--- config.mk ---
export PLATFORM = sky130hd
export DESIGN_NAME = uart_fabric_sched_flat
export DESIGN_NICKNAME = d
export VERILOG_FILES = /design/src/rtl/uart_fabric_sched_pkg.sv /design/src/rtl/uart_fabric_sched_if.sv /design/src/rtl/uart_fabric_sched_rr_arb2.sv /design/src/rtl/uart_fabric_sched.sv /design/src/flat_wrapper.sv
export SDC_FILE = /design/constraint.sdc
export NUM_CORES = 1
export LEC_CHECK = 0
export ABC_AREA = 1
export CORE_MARGIN = 1
export CORE_UTILIZATION = 44
export DETAILED_ROUTE_END_ITERATION = 16
export PLACE_DENSITY = 0.84
export REMOVE_ABC_BUFFERS = 1
export SLEW_MARGIN = 20
export SYNTH_ARGS = -nofsm -noshare
export SYNTH_HDL_FRONTEND = slang
export SYNTH_SLANG_ARGS = --single-unit
--- constraint.sdc ---
create_clock -name clk -period 3.8 [get_ports clk]
set_input_delay 0.95 -clock clk [delete_from_list [all_inputs] [get_ports clk]]
set_output_delay 0.95 -clock clk [all_outputs]
set_load 0.005 [all_outputs]
--- src/rtl/uart_fabric_sched_pkg.sv ---
// Shared types and constants for the UART/debug fabric scheduler.
// Latency: n/a (types and constants only).
// Backpressure: n/a.
package uart_fabric_sched_pkg;

    typedef enum logic [1:0] {
        IDLE,
        ISSUE,
        WAIT_RSP,
        RESP
    } t_fab_sched_state;

    localparam logic [31:0] ERR_DATA = 32'hDEAD_BEEF;
    localparam logic        WR_OP    = 1'b1;
    localparam logic        RD_OP    = 1'b0;

    // Request fields latched at grant and replayed onto the fabric port.
    typedef struct packed {
        logic        opcode;
        logic [31:0] addr;
        logic [31:0] data;
    } t_fab_req;

endpackage

--- src/rtl/uart_fabric_sched_if.sv ---
// Bundle of the two requester ports, the fabric port and scheduler status.
// Latency: n/a (wiring only).
// Backpressure: requests held until rN_req_ready; fabric stalls via fab_rsp_stall.
// master = scheduler side, slave = requesters + fabric side.
interface uart_fabric_sched_if;
    logic        r0_req_valid;
    logic        r0_req_opcode;
    logic [31:0] r0_req_addr;
    logic [31:0] r0_req_data;
    logic        r0_req_ready;
    logic        r0_rsp_valid;
    logic [31:0] r0_rsp_data;

    logic        r1_req_valid;
    logic        r1_req_opcode;
    logic [31:0] r1_req_addr;
    logic [31:0] r1_req_data;
    logic        r1_req_ready;
    logic        r1_rsp_valid;
    logic [31:0] r1_rsp_data;

    logic        fab_req_valid;
    logic        fab_req_opcode;
    logic [31:0] fab_req_addr;
    logic [31:0] fab_req_data;
    logic        fab_rsp_stall;
    logic        fab_rsp_valid;
    logic [31:0] fab_rsp_data;

    logic        timeout_err;
    logic        stray_rsp;
    logic        busy;

    modport master (
        input  r0_req_valid, r0_req_opcode, r0_req_addr, r0_req_data,
        input  r1_req_valid, r1_req_opcode, r1_req_addr, r1_req_data,
        input  fab_rsp_stall, fab_rsp_valid, fab_rsp_data,
        output r0_req_ready, r0_rsp_valid, r0_rsp_data,
        output r1_req_ready, r1_rsp_valid, r1_rsp_data,
        output fab_req_valid, fab_req_opcode, fab_req_addr, fab_req_data,
        output timeout_err, stray_rsp, busy
    );

    modport slave (
        output r0_req_valid, r0_req_opcode, r0_req_addr, r0_req_data,
        output r1_req_valid, r1_req_opcode, r1_req_addr, r1_req_data,
        output fab_rsp_stall, fab_rsp_valid, fab_rsp_data,
        input  r0_req_ready, r0_rsp_valid, r0_rsp_data,
        input  r1_req_ready, r1_rsp_valid, r1_rsp_data,
        input  fab_req_valid, fab_req_opcode, fab_req_addr, fab_req_data,
        input  timeout_err, stray_rsp, busy
    );
endinterface

--- src/rtl/uart_fabric_sched_rr_arb2.sv ---
// Two-input round-robin arbiter with a registered priority pointer.
// Latency: grant is combinational from req; pointer updates on the upd_en edge.
// Backpressure: none; a non-granted request simply stays asserted.
// Ports: clk, rstn, req[1:0], upd_en, gnt[1:0] (one-hot or zero).
module rr_arb2 (
    input  logic       clk,
    input  logic       rstn,
    input  logic [1:0] req,
    input  logic       upd_en,
    output logic [1:0] gnt
);
    logic prio_r1;   // 1: requester 1 wins a tie

    always_comb begin
        gnt = 2'b00;
        if (req[0] && (!req[1] || !prio_r1)) begin
            gnt = 2'b01;
        end else if (req[1]) begin
            gnt = 2'b10;
        end
    end

    // After serving N the other requester gets the tie-break.
    always_ff @(posedge clk or negedge rstn) begin
        if (!rstn) begin
            prio_r1 <= 1'b0;
        end else if (upd_en && (gnt != 2'b00)) begin
            prio_r1 <= gnt[0];
        end
    end
endmodule

--- src/rtl/uart_fabric_sched.sv ---
// Shares one fabric req/rsp port between the UART gateway (r0) and debug requester (r1).
// Latency: ready cycle 0, fab_req_valid cycle 1, write ack cycle 2, read rsp one cycle after fab_rsp_valid.
// Backpressure: one outstanding transaction; fab_rsp_stall holds ISSUE; timeout forces an ERR_DATA response.
// Ports: clk, rstn, bus (uart_fabric_sched_if.master: requester, fabric and status signals).
module uart_fabric_sched
    import uart_fabric_sched_pkg::*;
#(
    parameter int unsigned TIMEOUT_CYCLES = 256
) (
    input  logic                    clk,
    input  logic                    rstn,
    uart_fabric_sched_if.master     bus
);
    localparam logic [15:0] TO_LAST = 16'(TIMEOUT_CYCLES - 1);

    t_fab_sched_state state;
    t_fab_req         req_q;
    t_fab_req         sel_req;
    logic             owner;        // 1: transaction belongs to r1
    logic [15:0]      tmo_cnt;
    logic             fab_vld_q;
    logic             busy_q;
    logic             rsp_vld_q;
    logic [31:0]      rsp_dat_q;
    logic             tmo_q;
    logic             stray_q;
    logic [1:0]       gnt;
    logic             grant_en;

    // Gating with rstn keeps the ready outputs low while reset is held.
    assign grant_en = (state == IDLE) && rstn;

    rr_arb2 u_arb (
        .clk    (clk),
        .rstn   (rstn),
        .req    ({bus.r1_req_valid, bus.r0_req_valid}),
        .upd_en (grant_en),
        .gnt    (gnt)
    );

    assign bus.r0_req_ready = grant_en & gnt[0];
    assign bus.r1_req_ready = grant_en & gnt[1];

    always_comb begin
        if (gnt[1]) begin
            sel_req = '{opcode: bus.r1_req_opcode, addr: bus.r1_req_addr, data: bus.r1_req_data};
        end else begin
            sel_req = '{opcode: bus.r0_req_opcode, addr: bus.r0_req_addr, data: bus.r0_req_data};
        end
    end

    always_ff @(posedge clk or negedge rstn) begin
        if (!rstn) begin
            state     <= IDLE;
            req_q     <= '{opcode: RD_OP, addr: 32'd0, data: 32'd0};
            owner     <= 1'b0;
            tmo_cnt   <= 16'd0;
            fab_vld_q <= 1'b0;
            busy_q    <= 1'b0;
            rsp_vld_q <= 1'b0;
            rsp_dat_q <= 32'd0;
            tmo_q     <= 1'b0;
            stray_q   <= 1'b0;
        end else begin
            // Response and status flags are single-cycle pulses.
            rsp_vld_q <= 1'b0;
            rsp_dat_q <= 32'd0;
            tmo_q     <= 1'b0;
            // Anything outside WAIT_RSP, including a reply after a timeout, is dropped.
            stray_q   <= bus.fab_rsp_valid && (state != WAIT_RSP);

            case (state)
                IDLE: begin
                    if (gnt != 2'b00) begin
                        req_q     <= sel_req;
                        owner     <= gnt[1];
                        fab_vld_q <= 1'b1;
                        busy_q    <= 1'b1;
                        state     <= ISSUE;
                    end
                end
                ISSUE: begin
                    if (!bus.fab_rsp_stall) begin
                        fab_vld_q <= 1'b0;
                        if (req_q.opcode == WR_OP) begin
                            rsp_vld_q <= 1'b1;       // write ack carries zero data
                            state     <= RESP;
                        end else begin
                            tmo_cnt   <= 16'd0;
                            state     <= WAIT_RSP;
                        end
                    end
                end
                WAIT_RSP: begin
                    tmo_cnt <= tmo_cnt + 16'd1;
                    // A real response on the expiry cycle takes precedence.
                    if (bus.fab_rsp_valid) begin
                        rsp_vld_q <= 1'b1;
                        rsp_dat_q <= bus.fab_rsp_data;
                        state     <= RESP;
                    end else if (tmo_cnt == TO_LAST) begin
                        rsp_vld_q <= 1'b1;
                        rsp_dat_q <= ERR_DATA;
                        tmo_q     <= 1'b1;
                        state     <= RESP;
                    end
                end
                RESP: begin
                    busy_q <= 1'b0;
                    state  <= IDLE;
                end
                default: state <= IDLE;
            endcase
        end
    end

    // owner only changes in IDLE, when rsp_vld_q and rsp_dat_q are already zero.
    assign bus.r0_rsp_valid  = rsp_vld_q & ~owner;
    assign bus.r1_rsp_valid  = rsp_vld_q &  owner;
    assign bus.r0_rsp_data   = owner ? 32'd0 : rsp_dat_q;
    assign bus.r1_rsp_data   = owner ? rsp_dat_q : 32'd0;

    assign bus.fab_req_valid  = fab_vld_q;
    assign bus.fab_req_opcode = req_q.opcode;
    assign bus.fab_req_addr   = req_q.addr;
    assign bus.fab_req_data   = req_q.data;

    assign bus.timeout_err = tmo_q;
    assign bus.stray_rsp   = stray_q;
    assign bus.busy        = busy_q;
endmodule

--- src/flat_wrapper.sv ---
// flat-port wrapper written by rule: the top's interface ports become plain ports
module uart_fabric_sched_flat import uart_fabric_sched_pkg::*;
#(
    parameter int unsigned TIMEOUT_CYCLES = 256
)
  (clk, rstn, bus_r0_req_valid, bus_r0_req_opcode, bus_r0_req_addr, bus_r0_req_data, bus_r1_req_valid, bus_r1_req_opcode, bus_r1_req_addr, bus_r1_req_data, bus_fab_rsp_stall, bus_fab_rsp_valid, bus_fab_rsp_data, bus_r0_req_ready, bus_r0_rsp_valid, bus_r0_rsp_data, bus_r1_req_ready, bus_r1_rsp_valid, bus_r1_rsp_data, bus_fab_req_valid, bus_fab_req_opcode, bus_fab_req_addr, bus_fab_req_data, bus_timeout_err, bus_stray_rsp, bus_busy);
  uart_fabric_sched_if bus_i ();
  input  logic clk;
  input  logic rstn;
  input wire logic [$bits(bus_i.r0_req_valid)-1:0] bus_r0_req_valid;
  input wire logic [$bits(bus_i.r0_req_opcode)-1:0] bus_r0_req_opcode;
  input wire logic [$bits(bus_i.r0_req_addr)-1:0] bus_r0_req_addr;
  input wire logic [$bits(bus_i.r0_req_data)-1:0] bus_r0_req_data;
  input wire logic [$bits(bus_i.r1_req_valid)-1:0] bus_r1_req_valid;
  input wire logic [$bits(bus_i.r1_req_opcode)-1:0] bus_r1_req_opcode;
  input wire logic [$bits(bus_i.r1_req_addr)-1:0] bus_r1_req_addr;
  input wire logic [$bits(bus_i.r1_req_data)-1:0] bus_r1_req_data;
  input wire logic [$bits(bus_i.fab_rsp_stall)-1:0] bus_fab_rsp_stall;
  input wire logic [$bits(bus_i.fab_rsp_valid)-1:0] bus_fab_rsp_valid;
  input wire logic [$bits(bus_i.fab_rsp_data)-1:0] bus_fab_rsp_data;
  output wire logic [$bits(bus_i.r0_req_ready)-1:0] bus_r0_req_ready;
  output wire logic [$bits(bus_i.r0_rsp_valid)-1:0] bus_r0_rsp_valid;
  output wire logic [$bits(bus_i.r0_rsp_data)-1:0] bus_r0_rsp_data;
  output wire logic [$bits(bus_i.r1_req_ready)-1:0] bus_r1_req_ready;
  output wire logic [$bits(bus_i.r1_rsp_valid)-1:0] bus_r1_rsp_valid;
  output wire logic [$bits(bus_i.r1_rsp_data)-1:0] bus_r1_rsp_data;
  output wire logic [$bits(bus_i.fab_req_valid)-1:0] bus_fab_req_valid;
  output wire logic [$bits(bus_i.fab_req_opcode)-1:0] bus_fab_req_opcode;
  output wire logic [$bits(bus_i.fab_req_addr)-1:0] bus_fab_req_addr;
  output wire logic [$bits(bus_i.fab_req_data)-1:0] bus_fab_req_data;
  output wire logic [$bits(bus_i.timeout_err)-1:0] bus_timeout_err;
  output wire logic [$bits(bus_i.stray_rsp)-1:0] bus_stray_rsp;
  output wire logic [$bits(bus_i.busy)-1:0] bus_busy;
  assign bus_i.r0_req_valid = bus_r0_req_valid;
  assign bus_i.r0_req_opcode = bus_r0_req_opcode;
  assign bus_i.r0_req_addr = bus_r0_req_addr;
  assign bus_i.r0_req_data = bus_r0_req_data;
  assign bus_i.r1_req_valid = bus_r1_req_valid;
  assign bus_i.r1_req_opcode = bus_r1_req_opcode;
  assign bus_i.r1_req_addr = bus_r1_req_addr;
  assign bus_i.r1_req_data = bus_r1_req_data;
  assign bus_i.fab_rsp_stall = bus_fab_rsp_stall;
  assign bus_i.fab_rsp_valid = bus_fab_rsp_valid;
  assign bus_i.fab_rsp_data = bus_fab_rsp_data;
  assign bus_r0_req_ready = bus_i.r0_req_ready;
  assign bus_r0_rsp_valid = bus_i.r0_rsp_valid;
  assign bus_r0_rsp_data = bus_i.r0_rsp_data;
  assign bus_r1_req_ready = bus_i.r1_req_ready;
  assign bus_r1_rsp_valid = bus_i.r1_rsp_valid;
  assign bus_r1_rsp_data = bus_i.r1_rsp_data;
  assign bus_fab_req_valid = bus_i.fab_req_valid;
  assign bus_fab_req_opcode = bus_i.fab_req_opcode;
  assign bus_fab_req_addr = bus_i.fab_req_addr;
  assign bus_fab_req_data = bus_i.fab_req_data;
  assign bus_timeout_err = bus_i.timeout_err;
  assign bus_stray_rsp = bus_i.stray_rsp;
  assign bus_busy = bus_i.busy;
  uart_fabric_sched #(.TIMEOUT_CYCLES(TIMEOUT_CYCLES)) u_core (.clk(clk), .rstn(rstn), .bus(bus_i));
endmodule
Yosys cells after proc, flatten, opt, wreduce, memory -nomap -nowiden
Index checks and enable logic that the tools add are counted.
{"block": "classes", "n_addsub": 1, "n_eq_ne": 9, "muxes": 28, "bitwise": 5, "n_reduce_logical": 17}
{"op": "2-to-1 mux 32 bit", "n": 5}
{"op": "2-to-1 mux 65 bit", "n": 1}
{"op": "2-to-1 mux 16 bit", "n": 2}
{"op": "case mux 16 bit (2 select lines)", "n": 1}
{"op": "adder 16 x 1 -> 16 bit (second input constant)", "n": 1}
{"op": "equality test 16 x 8 -> 1 bit (second input constant)", "n": 1}
{"op": "2-to-1 mux 2 bit", "n": 6}
{"op": "2-to-1 mux 1 bit", "n": 9}
{"op": "AND reduction 3 bit", "n": 3}
{"op": "!= test 2 bit (second input constant)", "n": 4}
{"op": "case mux 2 bit (4 select lines)", "n": 1}
{"op": "nonzero test 2 bit", "n": 4}
{"op": "case mux 1 bit (2 select lines)", "n": 3}
{"op": "AND 1 bit", "n": 4}
{"op": "equality test 2 bit (second input constant)", "n": 2}
{"op": "logical AND 1 bit", "n": 4}
{"op": "AND reduction 2 bit", "n": 2}
{"op": "!= test 3 x 2 -> 1 bit (second input constant)", "n": 1}
{"op": "equality test 2 x 1 -> 1 bit (second input constant)", "n": 1}
{"op": "logical NOT 1 bit", "n": 2}
{"op": "logical NOT 2 bit", "n": 1}
{"op": "logical OR 1 bit", "n": 1}
{"op": "inverter 1 bit", "n": 1}
{"block": "word_totals", "reg_bits": 122, "inputBits": 168, "out_inout_bits": 137, "elab_cells": 73}

Logic depth before layout (Yosys ltp)
Gate-level depths: netlist of the first run.
{"block": "depth", "depth_word": 7, "ltp_mapped": 11, "depth_no_buf": 11}

Cells and area by module
Synthesis of the first run repeated with hierarchy kept, for this count alone.
{"block": "unflattened", "hier_cells": 796, "area_unflattened_um2": 5913.2}
{"mod": "uart_fabric_sched", "n_inst": 1, "cells_per_inst": 788, "area_each_um2": 5848.1, "seq_area_each_um2": 3027.9}
{"mod": "rr_arb2", "n_inst": 1, "cells_per_inst": 8, "area_each_um2": 65.1, "seq_area_each_um2": 25.0}

Worst setup path after synthesis of the first run
Ideal clock, no wire load.
{"block": "synth_timing", "path_type": "input to output", "startpoint": "input bus_r1_req_valid", "endpoint": "output bus_r1_req_ready", "arrival_ns": 1.612, "required_time_ns": 2.850, "path_slack_ns": 1.238, "cell_stages": 6, "n_path_buf": 2, "path_cell_list": "nand2_1 nand2_2 nand2_2 buf_4 buf_2 nor2_1"}
{"block": "synth_between", "elab_chain_len": 5, "elab_cells_between_ends": 6, "cone_classes": "mux: 2; bitwise: 1; reduce/logical: 3"}
{"element": "from (decl)", "line": "flat_wrapper.sv:14", "text": "input wire logic [$bits(bus_i.r1_req_valid)-1:0] bus_r1_req_valid;"}
{"element": "logical NOT 1 bit", "line": "uart_fabric_sched_rr_arb2.sv:16", "text": "if (req[0] && (!req[1] || !prio_r1)) begin"}
{"element": "logical OR 1 bit", "line": "uart_fabric_sched_rr_arb2.sv:16"}
{"element": "logical AND 1 bit", "line": "uart_fabric_sched_rr_arb2.sv:16"}
{"element": "2-to-1 mux 2 bit (*)", "line": "uart_fabric_sched_rr_arb2.sv:16"}
{"element": "AND 1 bit (*)", "line": "uart_fabric_sched.sv:42", "text": "assign bus.r1_req_ready = grant_en & gnt[1];"}
{"element": "to (decl)", "line": "flat_wrapper.sv:24", "text": "output wire logic [$bits(bus_i.r1_req_ready)-1:0] bus_r1_req_ready;"}
Mark *: on every way between the ends. The rest lies on a longest branch, timed or not.

Final worst setup path of the first run
Ends and elaborated chain as after synthesis.

==> impl_metrics.csv, run 1 <==
group,metric,value,unit
run_status,status,"finished clean",
setup_path,critPathLaunchType,"primary input",
setup_path,slowest_delay,0.52,ns
place,place_congestion,0.8416,
route,drc,0,
setup_path,required,2.85,ns
clock_network,cts_root_buffer,"clkbuf_16",
setup_path,cp_slowest_cell,"clkdlybuf4s50_1",
min_path,hold_path_class,"flop to flop",
die,die-area,14140,µm²
yosys,syn_area,6015,µm²
sta,final_max_slew_viol_count,0,
yosys,synth_cells,789,
setup_path,crit_buf_inv,2,
clock_network,cts_inserted_buffers,17,
run,cap_violations,0,
cells_and_area,diodes,0,
pwr,p_per_area,645.9,nW/µm²
yosys,yosys.area.top_type_share,50.76,%
clock_network,cts_tree,"yes",
global_route,grt_pass1_vias,6014,
die,dieWidth,118.9,µm
clock_network,cts_setup_buffers,0,
clock_network,clk_latency,0.42,ns
route,wirelength,19080,µm
die,rows,42,
route,postRouteAntennaNets,0,
route,vias,6106,
sta,max_slew_margin,35.61,%
global_route,grt_pass1_wl,30530,µm
clock_network,cts_hold_buf,0,
yosys,yosys.area.top_type,"dfrtp_1",
setup_path,cp_max_fo,4,
sta,timing.final.ws_setup,0.4767,ns
die,initial_core_util,45.24,%
yosys,seq_area_frac_synth,50.76,%
setup_path,path_delay_family,"buffers and inverters",
pwr,leakagePower,4.569,nW
die,die_y,118.9,µm
clock_network,cts.clk_slew.worst_paths,0.05,ns
sta,fmax,300.9,MHz
sta,tightest_slew,0.9659,ns
setup_path,path_class,"primary input to output port",
global_route,antenna_found_initial,0,
clock_network,htreeDepth,4,
route,drt_iter0_markers,350,
yosys,synth_cell_types,28,
pwr,vdd_drop_max,0.0003848,V
clock_network,cts_resized,0,
sta,fin_crit_sh,87.46,%
cells_and_area,utilization,72.73,%
sta,clock_skew,0.008107,ns
place,place_ws,0.4707,ns
yosys,ys_ff_latch,122,
yosys,synthTopCellsByArea,"dfrtp_1 51%, nor2_1 12%, nand2_1 9.2%, inv_1 5.8%, o21ai_1 4.2%",
global_route,grt-ovfl-total,0,
yosys,yosys_warnings,0,
cells_and_area,syn_to_final_growth,60.77,%
yosys,syn_area_per_cell,7.623,µm²
setup_path,crit_path_cell_trace,"clkdlybuf4s50_1 -> nand2_1 -> nand2_2 -> nand2_2 -> nor2_1 -> clkdlybuf4s50_1",
place,port-buffer-count,304,
sta,finalHoldViolations,0,
setup_path,crit_path_end_kind,"output port",
route,via_per_inst,4.812,
global_route,grt_use_total,27.87,%
route,wl_per_cell,15.04,µm
setup_path,arrival,2.37,ns
cells_and_area,nFillCells,1040,
die,io_pins,305,
route,dr.pass1.iters,4,
die,core_area,13300,µm²
place,hpwl,13610,µm
clock_network,clockBufferDepth,2,
sta,rsz0062_at_grt,"false",
sta,min_period,3.323,ns
global_route,grt_max_degree,78,
cells_and_area,fin_nets,1255,
clock_network,cts.sinks,122,
sta,fin_setup_tns,0,ns
cells_and_area,drive_gt1_share,5.947,%
sta,setup_viol,0,
[cell families (layout without fill, tap and decap cells)]
logic type	count (synthesis)	count (layout)	share of synthesized area, %
xor+xnor	1	1	0.1456
flops	122	122	50.76
compound gates	150	150	13.15
fa+ha+maj	6	6	1.248
buf+inv	139	443	10.40
simple gates	371	371	24.30
[tightest hold or removal path: cells and delay by family, from the launching register on]
kind,cells,cell delay (ns)
AND/OR/NAND/NOR,1,0.05
AO/OA/AOI/OAI,1,0.06
flip-flops,1,0.34
[layer usage]
layer / vias to the layer above / GRT usage (%) / wire length [µm]
met5: - / 0 / 0
met4: 0 / 10.13 / 534
met3: 36 / 10.97 / 1682
li1: 3012 / - / -
met1: 2814 / 31.80 / 7327
met2: 244 / 47.15 / 9539
[state kept, by name (all words and copies together), names as in the netlist]
name / flops
u_core.bus.fab_req_opcode: 1
u_core.owner: 1
u_core.bus.timeout_err: 1
u_core.rsp_vld_q: 1
u_core.bus.busy: 1
u_core.u_arb.prio_r1: 1
u_core.state: 2
u_core.rsp_dat_q: 32
u_core.tmo_cnt: 16
u_core.bus.fab_req_data: 32
u_core.bus.fab_req_valid: 1
u_core.bus.fab_req_addr: 32
u_core.bus.stray_rsp: 1
[final cells by class]
cell class / count / area, µm² / area share, %
Inverter: 99 / 371.6 / 3.843
Clock buffer: 22 / 484.2 / 5.008
Clock inverter: 9 / 95.09 / 0.9834
Tap cell: 176 / 220.2 / 2.277
Multi-Input combinational cell: 528 / 2336 / 24.16
Sequential cell: 122 / 3054 / 31.59
Timing Repair Buffer: 313 / 3108 / 32.14
[metrics by stage]
step	cell area [µm²]	power, W	cells	hold slack (ns)
after floorplan	5761	0.003144	749	0.4661
after global placement	9090	0.004592	1238	0.4674
after detailed placement	9090	0.004667	1238	0.4771
after CTS	9669	0.006281	1269	0.4904
after global routing	9669	0.006653	1269	0.5008
final	9669	0.006246	1269	0.4851
[power breakdown]
group | total, W | switching (W) | internal (W)
Clock | 0.00158 | 0.000556 | 0.00102
Combinational | 0.00259 | 0.00125 | 0.00133
Sequential | 0.00208 | 0.000311 | 0.00177
[final timing paths]
path | startpoint | end | slack (ns) | depth (start not counted)
max | bus_r1_req_valid | bus_r1_req_ready | 0.48 | 6
min | u_core.bus.fab_req_addr[15]$_DFFE_PN0P_ | u_core.bus.fab_req_addr[15]$_DFFE_PN0P_ | 0.49 | 2
max reg2reg | u_core.state[0]$_DFFE_PN0P_ | u_core.bus.fab_req_addr[1]$_DFFE_PN0P_ | 1.70 | 7
min reg2reg | u_core.bus.fab_req_addr[15]$_DFFE_PN0P_ | u_core.bus.fab_req_addr[15]$_DFFE_PN0P_ | 0.49 | 2
max in group asynchronous | rstn | u_core.owner$_DFFE_PN0P_ | 1.68 | 3
min in group asynchronous | rstn | u_core.bus.fab_req_valid$_DFFE_PN0P_ | 0.66 | 2
[Yosys cell counts, drive strengths merged]
cell type and instances:
a21oi 41, buf 26, clkbuf 14, clkinv 1, dfrtp 122, ha 6
inv 98, nand2 152, nand3 17, nand4 1, nor2 192, nor3 6
nor3b 2, o21ai 108, o21bai 1, or2 1, xor2 1
[layout by cell type, fill, tap and decap left out, types with 2 or more instances in the layout]
| master | instances |
|---|---|
| clkinv_2 | 7 |
| clkbuf_8 | 4 |
| dfrtp_1 | 121 |
| inv_1 | 93 |
| nand3_1 | 16 |
| nand2_1 | 147 |
| buf_4 | 10 |
| o21ai_1 | 51 |
| clkdlybuf4s50_1 | 303 |
| nand2_2 | 5 |
| ha_1 | 6 |
| bufinv_16 | 2 |
| nor2_1 | 190 |
| o21ai_0 | 47 |
| clkbuf_16 | 17 |
| nor3b_1 | 2 |
| a21oi_1 | 41 |
| o21ai_2 | 10 |
| nor3_1 | 6 |
| inv_2 | 5 |
No activity file was read; power rests on OpenSTA's default activity.
==> run 2, diff against run 1 <==
--- a/config.mk
+++ b/config.mk
@@ -15,3 +15,4 @@
 export SYNTH_ARGS = -nofsm -noshare
 export SYNTH_HDL_FRONTEND = slang
 export SYNTH_SLANG_ARGS = --single-unit
+export TNS_END_PERCENT = 20
==> results of run 2 <==
Final layout, timing and power as in run 1 (identical DEF).
==> run 3, diff against run 2 <==
--- a/config.mk
+++ b/config.mk
@@ -8,6 +8,7 @@
 export ABC_AREA = 1
 export CORE_MARGIN = 1
 export CORE_UTILIZATION = 44
+export CTS_CLUSTER_DIAMETER = 120
 export DETAILED_ROUTE_END_ITERATION = 16
 export PLACE_DENSITY = 0.84
 export REMOVE_ABC_BUFFERS = 1
==> results of run 3 <==
Final layout, timing and power as in run 1 (identical DEF).
